==> src/rtl/controller_interface_if.sv <==
`timescale 1ns/1ps
`default_nettype none
// +--------------------------------------------------------------------------+
// | controller_interface_if : CPU read bus, poll request and pad serial lines |
// | Revision: 1.0                                                             |
// +--------------------------------------------------------------------------+
interface controller_interface_if;
    logic       poll;
    logic       SELECT_controller_1;
    logic       SELECT_controller_2;
    logic       cpu_rwb;
    logic [7:0] data;
    logic       data_oe;
    logic       ctrl_latch;
    logic       ctrl_clk;
    logic       ctrl_data_1;
    logic       ctrl_data_2;
    logic [7:0] buttons_1;
    logic [7:0] buttons_2;
    logic       busy;

    modport master (
        output poll, SELECT_controller_1, SELECT_controller_2, cpu_rwb,
               ctrl_data_1, ctrl_data_2,
        input  data, data_oe, ctrl_latch, ctrl_clk, buttons_1, buttons_2, busy
    );

    modport slave (
        input  poll, SELECT_controller_1, SELECT_controller_2, cpu_rwb,
               ctrl_data_1, ctrl_data_2,
        output data, data_oe, ctrl_latch, ctrl_clk, buttons_1, buttons_2, busy
    );
endinterface
`default_nettype wire

==> src/rtl/controller_interface.sv <==
`timescale 1ns/1ps
`default_nettype none
// +--------------------------------------------------------------------------+
// | controller_interface : polls two NES pads, serves snapshots at 0x7002/3   |
// | Optional macro CONTROLLER_INTERFACE_SYNC_EN adds 2-flop data sync.        |
// | Revision: 1.0                                                             |
// +--------------------------------------------------------------------------+
module controller_interface #(
    parameter int CLK_DIV = 6
) (
    input  wire logic              clk,
    input  wire logic              rst,
    controller_interface_if.slave  bus
);
    localparam int TIMER_W = $clog2(2 * CLK_DIV + 1);
    localparam logic [TIMER_W-1:0] LATCH_LAST = TIMER_W'(2 * CLK_DIV - 1);
    localparam logic [TIMER_W-1:0] PHASE_LAST = TIMER_W'(CLK_DIV - 1);

    typedef enum logic [2:0] {
        IDLE   = 3'd0,
        LATCH  = 3'd1,
        LOW    = 3'd2,
        HIGH   = 3'd3,
        COMMIT = 3'd4
    } state_t;

    state_t             state;
    logic [TIMER_W-1:0] timer;
    logic [3:0]         bit_cnt;
    logic [7:0]         shift_1;
    logic [7:0]         shift_2;
    logic               sample_1;
    logic               sample_2;

`ifdef CONTROLLER_INTERFACE_SYNC_EN
    logic [1:0] sync_1;
    logic [1:0] sync_2;

    // Idle pad lines read as released, so the synchronizers reset high.
    always_ff @(posedge clk or posedge rst) begin
        if (rst) begin
            sync_1 <= 2'b11;
            sync_2 <= 2'b11;
        end else begin
            sync_1 <= {sync_1[0], bus.ctrl_data_1};
            sync_2 <= {sync_2[0], bus.ctrl_data_2};
        end
    end

    assign sample_1 = sync_1[1];
    assign sample_2 = sync_2[1];
`else
    assign sample_1 = bus.ctrl_data_1;
    assign sample_2 = bus.ctrl_data_2;
`endif

    always_ff @(posedge clk or posedge rst) begin
        if (rst) begin
            state         <= IDLE;
            timer         <= '0;
            bit_cnt       <= '0;
            shift_1       <= '0;
            shift_2       <= '0;
            bus.ctrl_latch <= 1'b0;
            bus.ctrl_clk   <= 1'b1;
            bus.buttons_1  <= '0;
            bus.buttons_2  <= '0;
            bus.busy       <= 1'b0;
        end else begin
            case (state)
                IDLE: begin
                    if (bus.poll) begin
                        state          <= LATCH;
                        timer          <= '0;
                        bit_cnt        <= '0;
                        bus.ctrl_latch <= 1'b1;
                        bus.busy       <= 1'b1;
                    end
                end
                LATCH: begin
                    if (timer == LATCH_LAST) begin
                        state          <= LOW;
                        timer          <= '0;
                        bus.ctrl_latch <= 1'b0;
                        bus.ctrl_clk   <= 1'b0;
                    end else begin
                        timer <= timer + 1'b1;
                    end
                end
                LOW: begin
                    if (timer == PHASE_LAST) begin
                        // Pads are active-low; first bit shifted in lands in bit 0.
                        state        <= HIGH;
                        timer        <= '0;
                        bit_cnt      <= bit_cnt + 1'b1;
                        shift_1      <= {~sample_1, shift_1[7:1]};
                        shift_2      <= {~sample_2, shift_2[7:1]};
                        bus.ctrl_clk <= 1'b1;
                    end else begin
                        timer <= timer + 1'b1;
                    end
                end
                HIGH: begin
                    if (timer == PHASE_LAST) begin
                        timer <= '0;
                        if (bit_cnt == 4'd8) begin
                            state <= COMMIT;
                        end else begin
                            state        <= LOW;
                            bus.ctrl_clk <= 1'b0;
                        end
                    end else begin
                        timer <= timer + 1'b1;
                    end
                end
                COMMIT: begin
                    state         <= IDLE;
                    bus.buttons_1 <= shift_1;
                    bus.buttons_2 <= shift_2;
                    bus.busy      <= 1'b0;
                end
                default: state <= IDLE;
            endcase
        end
    end

    assign bus.data_oe = bus.cpu_rwb & (bus.SELECT_controller_1 | bus.SELECT_controller_2);
    assign bus.data    = bus.SELECT_controller_1 ? bus.buttons_1 :
                         bus.SELECT_controller_2 ? bus.buttons_2 : 8'h00;
endmodule
`default_nettype wire

==> src/flat_wrapper.sv <==
// flat-port wrapper written by rule: the top's interface ports become plain ports
module controller_interface_flat 
#(
    parameter int CLK_DIV = 6
)
  (clk, rst, bus_poll, bus_SELECT_controller_1, bus_SELECT_controller_2, bus_cpu_rwb, bus_ctrl_data_1, bus_ctrl_data_2, bus_data, bus_data_oe, bus_ctrl_latch, bus_ctrl_clk, bus_buttons_1, bus_buttons_2, bus_busy);
  controller_interface_if bus_i ();
  input  wire logic clk;
  input  wire logic rst;
  input wire logic [$bits(bus_i.poll)-1:0] bus_poll;
  input wire logic [$bits(bus_i.SELECT_controller_1)-1:0] bus_SELECT_controller_1;
  input wire logic [$bits(bus_i.SELECT_controller_2)-1:0] bus_SELECT_controller_2;
  input wire logic [$bits(bus_i.cpu_rwb)-1:0] bus_cpu_rwb;
  input wire logic [$bits(bus_i.ctrl_data_1)-1:0] bus_ctrl_data_1;
  input wire logic [$bits(bus_i.ctrl_data_2)-1:0] bus_ctrl_data_2;
  output wire logic [$bits(bus_i.data)-1:0] bus_data;
  output wire logic [$bits(bus_i.data_oe)-1:0] bus_data_oe;
  output wire logic [$bits(bus_i.ctrl_latch)-1:0] bus_ctrl_latch;
  output wire logic [$bits(bus_i.ctrl_clk)-1:0] bus_ctrl_clk;
  output wire logic [$bits(bus_i.buttons_1)-1:0] bus_buttons_1;
  output wire logic [$bits(bus_i.buttons_2)-1:0] bus_buttons_2;
  output wire logic [$bits(bus_i.busy)-1:0] bus_busy;
  assign bus_i.poll = bus_poll;
  assign bus_i.SELECT_controller_1 = bus_SELECT_controller_1;
  assign bus_i.SELECT_controller_2 = bus_SELECT_controller_2;
  assign bus_i.cpu_rwb = bus_cpu_rwb;
  assign bus_i.ctrl_data_1 = bus_ctrl_data_1;
  assign bus_i.ctrl_data_2 = bus_ctrl_data_2;
  assign bus_data = bus_i.data;
  assign bus_data_oe = bus_i.data_oe;
  assign bus_ctrl_latch = bus_i.ctrl_latch;
  assign bus_ctrl_clk = bus_i.ctrl_clk;
  assign bus_buttons_1 = bus_i.buttons_1;
  assign bus_buttons_2 = bus_i.buttons_2;
  assign bus_busy = bus_i.busy;
  controller_interface #(.CLK_DIV(CLK_DIV)) u_core (.clk(clk), .rst(rst), .bus(bus_i));
endmodule
==> config.mk <==
export PLATFORM = sky130hd
export DESIGN_NAME = controller_interface_flat
export DESIGN_NICKNAME = d
export VERILOG_FILES = /design/src/rtl/controller_interface_if.sv /design/src/rtl/controller_interface.sv /design/src/flat_wrapper.sv
export SDC_FILE = /design/constraint.sdc
export NUM_CORES = 1
export LEC_CHECK = 0
export ABC_AREA = 1
export BUFFER_PORTS_ARGS = -buffer_cell sky130_fd_sc_hd__buf_2
export CORE_MARGIN = 2
export CORE_UTILIZATION = 40
export DETAILED_ROUTE_END_ITERATION = 12
export SLEW_MARGIN = 20
export SYNTH_ARGS = -nofsm -noshare
export SYNTH_HDL_FRONTEND = slang
export SYNTH_SLANG_ARGS = --single-unit
export TNS_END_PERCENT = 30
==> constraint.sdc <==
create_clock -name clk -period 1.7 [get_ports clk]
set_clock_uncertainty 0.2 [all_clocks]
set_input_delay 0.17 -clock clk [delete_from_list [all_inputs] [get_ports clk]]
set_output_delay 0.17 -clock clk [all_outputs]
set_load 0.1 [all_outputs]
==> impl_metrics.json <==
{
  "p_int_uw": 1416,
  "clkTransAtPathRegs_ns": 0.09,
  "synth.distinct_cells": 21,
  "clkPwrFrac_pct": 35.5,
  "synth_nets": 261,
  "synth_top_cell_area_share_pct": 53.07,
  "highest_layer": "met4",
  "io_pins": 36,
  "relSlewSlack_pct": 67.41,
  "wl_met2_mm": 1.973,
  "diodes": 0,
  "std_cell_rows": 26,
  "grt_max_degree": 21,
  "swShare_pct": 23.28,
  "coreArea_um2": 5107,
  "status": "finished, final reports clean",
  "hold_viol": 0,
  "final_cell_mix": "76 x nand2_1, 34 x inv_1, 28 x dfrtp_1",
  "grt_use_total_pct": 15.51,
  "crit_family": "flip-flops",
  "drive_gt1_share_pct": 31.31,
  "whs_ns": 0.04504,
  "switchingPower_uw": 429.6,
  "place_congestion": 0.8235,
  "layout_commonest_cell": "nand2_1",
  "critPathSlowestCell": "dfstp_2",
  "power_frac_comb_pct": 4.7,
  "cts.sinks": 46,
  "overflow": 0,
  "die_w_um": 76.84,
  "fin_crit_ns": 1.640,
  "start_util_pct": 41.55,
  "setup_ws_ns": 0.05993,
  "dp_slack_ns": 0.09073,
  "hp-class": "primary input to flop",
  "cp.arrival_ns": 1.27,
  "drcViolationCount": 0,
  "port_buffers": 35,
  "yosys.area.top_type": "dfrtp_1",
  "peakVddDrop_mv": 0.3584,
  "final.period_utilization_pct": 96.47,
  "seqPwrFrac_pct": 59.9,
  "maxSlewViolCount": 0,
  "cts_buffer_depth": 2,
  "drt-met1-wl_mm": 1.894,
  "postRouteAntennaNets": 0,
  "p_leak_uw": 0.001347,
  "finalWirelength_mm": 4.090,
  "die_h_um": 76.84,
  "cp_cell_sequence": "buf_2",
  "cts_tree": "built",
  "antenna_found_initial": 0,
  "htreeDepth": 2,
  "fin_util_pct": 54.29,
  "synthTopCellsByArea": "dfrtp_1 53%, nand2_1 14%, inv_1 6.2%, o21ai_0 4.5%, nand3_1 3.3%",
  "synth_area_um2": 2122,
  "layout.nets": 308,
  "syn2layout_area_growth_pct": 30.66,
  "worstMarginPinSlew_ns": 0.4923,
  "drv_cap": 0,
  "cp.required_ns": 1.33,
  "ys_warn_count": 0,
  "first_iter_violations": 63,
  "power.density_nw_per_um2": 665.5,
  "clk_latency_ns": 0.29,
  "synth_seq_cells": 46,
  "syn_area_per_cell_um2": 8.522,
  "crit_path_max_incr_delay_ns": 0.55,
  "grt_first_pass_wirelength_mm": 7.458,
  "synthCells": 249,
  "grt_pass1_vias": 1687,
  "hpwl_mm": 3.176,
  "worstSetupPathType": "flop to output pin",
  "wire_per_inst_um": 11.14,
  "cp_max_fo": 2,
  "cp-start-kind": "flop",
  "wl_met3_um": 175,
  "setup_viol": 0,
  "vias_per_cell": 4.602,
  "num_vias": 1689,
  "crit_buf_inv": 1,
  "end_kind": "output pin",
  "cts_root_buf": "clkbuf_8",
  "max_clock_freq_ghz": 0.6097,
  "nFillCells": 484,
  "rsz0062_at_grt": "true",
  "numCtsBuffers": 5,
  "seq_area_frac_synth_pct": 54.30,
  "die_area_um2": 5904,
  "drt_first_pass_iters": 4
}
==> routing by layer <==
metal	GRT usage [%]	up-vias
met5	0	-
met4	5.455	0
met3	3.294	6
met2	26.67	34
met1	19.26	776
li1	-	873
==> logic make-up (layout without fill, tap and decap cells) <==
group                    Yosys count  in the layout  synth area share [%]
AND/OR/NAND/NOR                  113            113                 23.29
flip-flops                        46             46                 54.30
buffers and inverters             46             94                 9.729
AO/OA/AOI/OAI                     38             38                 9.493
adder cells (fa/ha/maj)            4              4                 2.359
XOR/XNOR                           2              2                0.8256
==> through the flow <==
step	instance area, um^2	power (uW)	std cells	setup TNS (ns)
after floorplan	2247	1177	249	-0.5752
after global placement	2643	1210	356	0
after detailed placement	2643	1211	356	0
after CTS	2763	1889	367	0
after global routing	2773	1931	367	-0.02702
final	2773	1845	367	0
==> layout make-up <==
type	instances	area (um^2)	share of cell area, %
clock inverter	3	21.27	0.7671
sequential	46	1179	42.51
clock buffer	5	68.82	2.482
multi-input combinational	157	867.1	31.27
timing repair buffer	45	394.1	14.21
tap	70	87.58	3.159
inverter	41	155.1	5.596
==> Yosys cell counts <==
| library cell | count |
|---|---|
| nand2_4 | 1 |
| nor2_1 | 8 |
| buf_4 | 1 |
| o22ai_1 | 7 |
| nor2_4 | 3 |
| dfrtp_1 | 45 |
| nand3_1 | 14 |
| nor2_2 | 2 |
| buf_6 | 4 |
| o21ai_0 | 19 |
| o21a_1 | 1 |
| nand2_2 | 3 |
| inv_2 | 5 |
| dfstp_2 | 1 |
| ha_1 | 4 |
| o21ai_1 | 11 |
| nand2_1 | 78 |
| clkinv_1 | 1 |
| nand4_1 | 4 |
| inv_1 | 35 |
| xor2_1 | 2 |
==> repair_timing <==
| action | CTS | global route |
|---|---|---|
| hold endpoints to repair | 19 | 0 |
| setup endpoints to repair | 0 | 7 |
| hold buffers | 3 | 0 |
| resized for setup | 0 | 3 |
| setup buffers | 0 | 0 |
==> sequential cells by signal, indices dropped and copies added, names as in the netlist <==
| register | count |
|---|---|
| u_core.bit_cnt | 4 |
| u_core.shift_2 | 8 |
| u_core.bus.buttons_2 | 8 |
| u_core.bus.buttons_1 | 8 |
| u_core.state | 3 |
| u_core.shift_1 | 8 |
| u_core.bus.ctrl_clk | 1 |
| u_core.bus.ctrl_latch | 1 |
| u_core.bus.busy | 1 |
| u_core.timer | 4 |
==> final timing paths <==
kind / to / slack [ns] / depth (start not counted) / from
setup / recovery: bus_ctrl_clk / 0.06 / 1 / u_core.bus.ctrl_clk
hold / removal: u_core.state[2] / 0.05 / 5 / bus_poll
setup reg to reg: u_core.shift_1[2] / 0.10 / 7 / u_core.timer[1]
hold reg to reg: u_core.bus.busy / 0.27 / 2 / u_core.bus.busy
max in group asynchronous: u_core.bus.buttons_2[7] / 0.60 / 4 / rst
min in group asynchronous: u_core.bit_cnt[3] / 0.21 / 3 / rst
==> power by group through the flow <==
stage	logic, uW	registers (uW)	clock network, uW
global placement	83.0	1130	0
floorplan	51.9	1130	0
CTS	89.2	1100	695
global route	96.8	1110	728
detailed placement	83.9	1130	0
finish	85.8	1100	655
(Power assumes the default switching activity.)
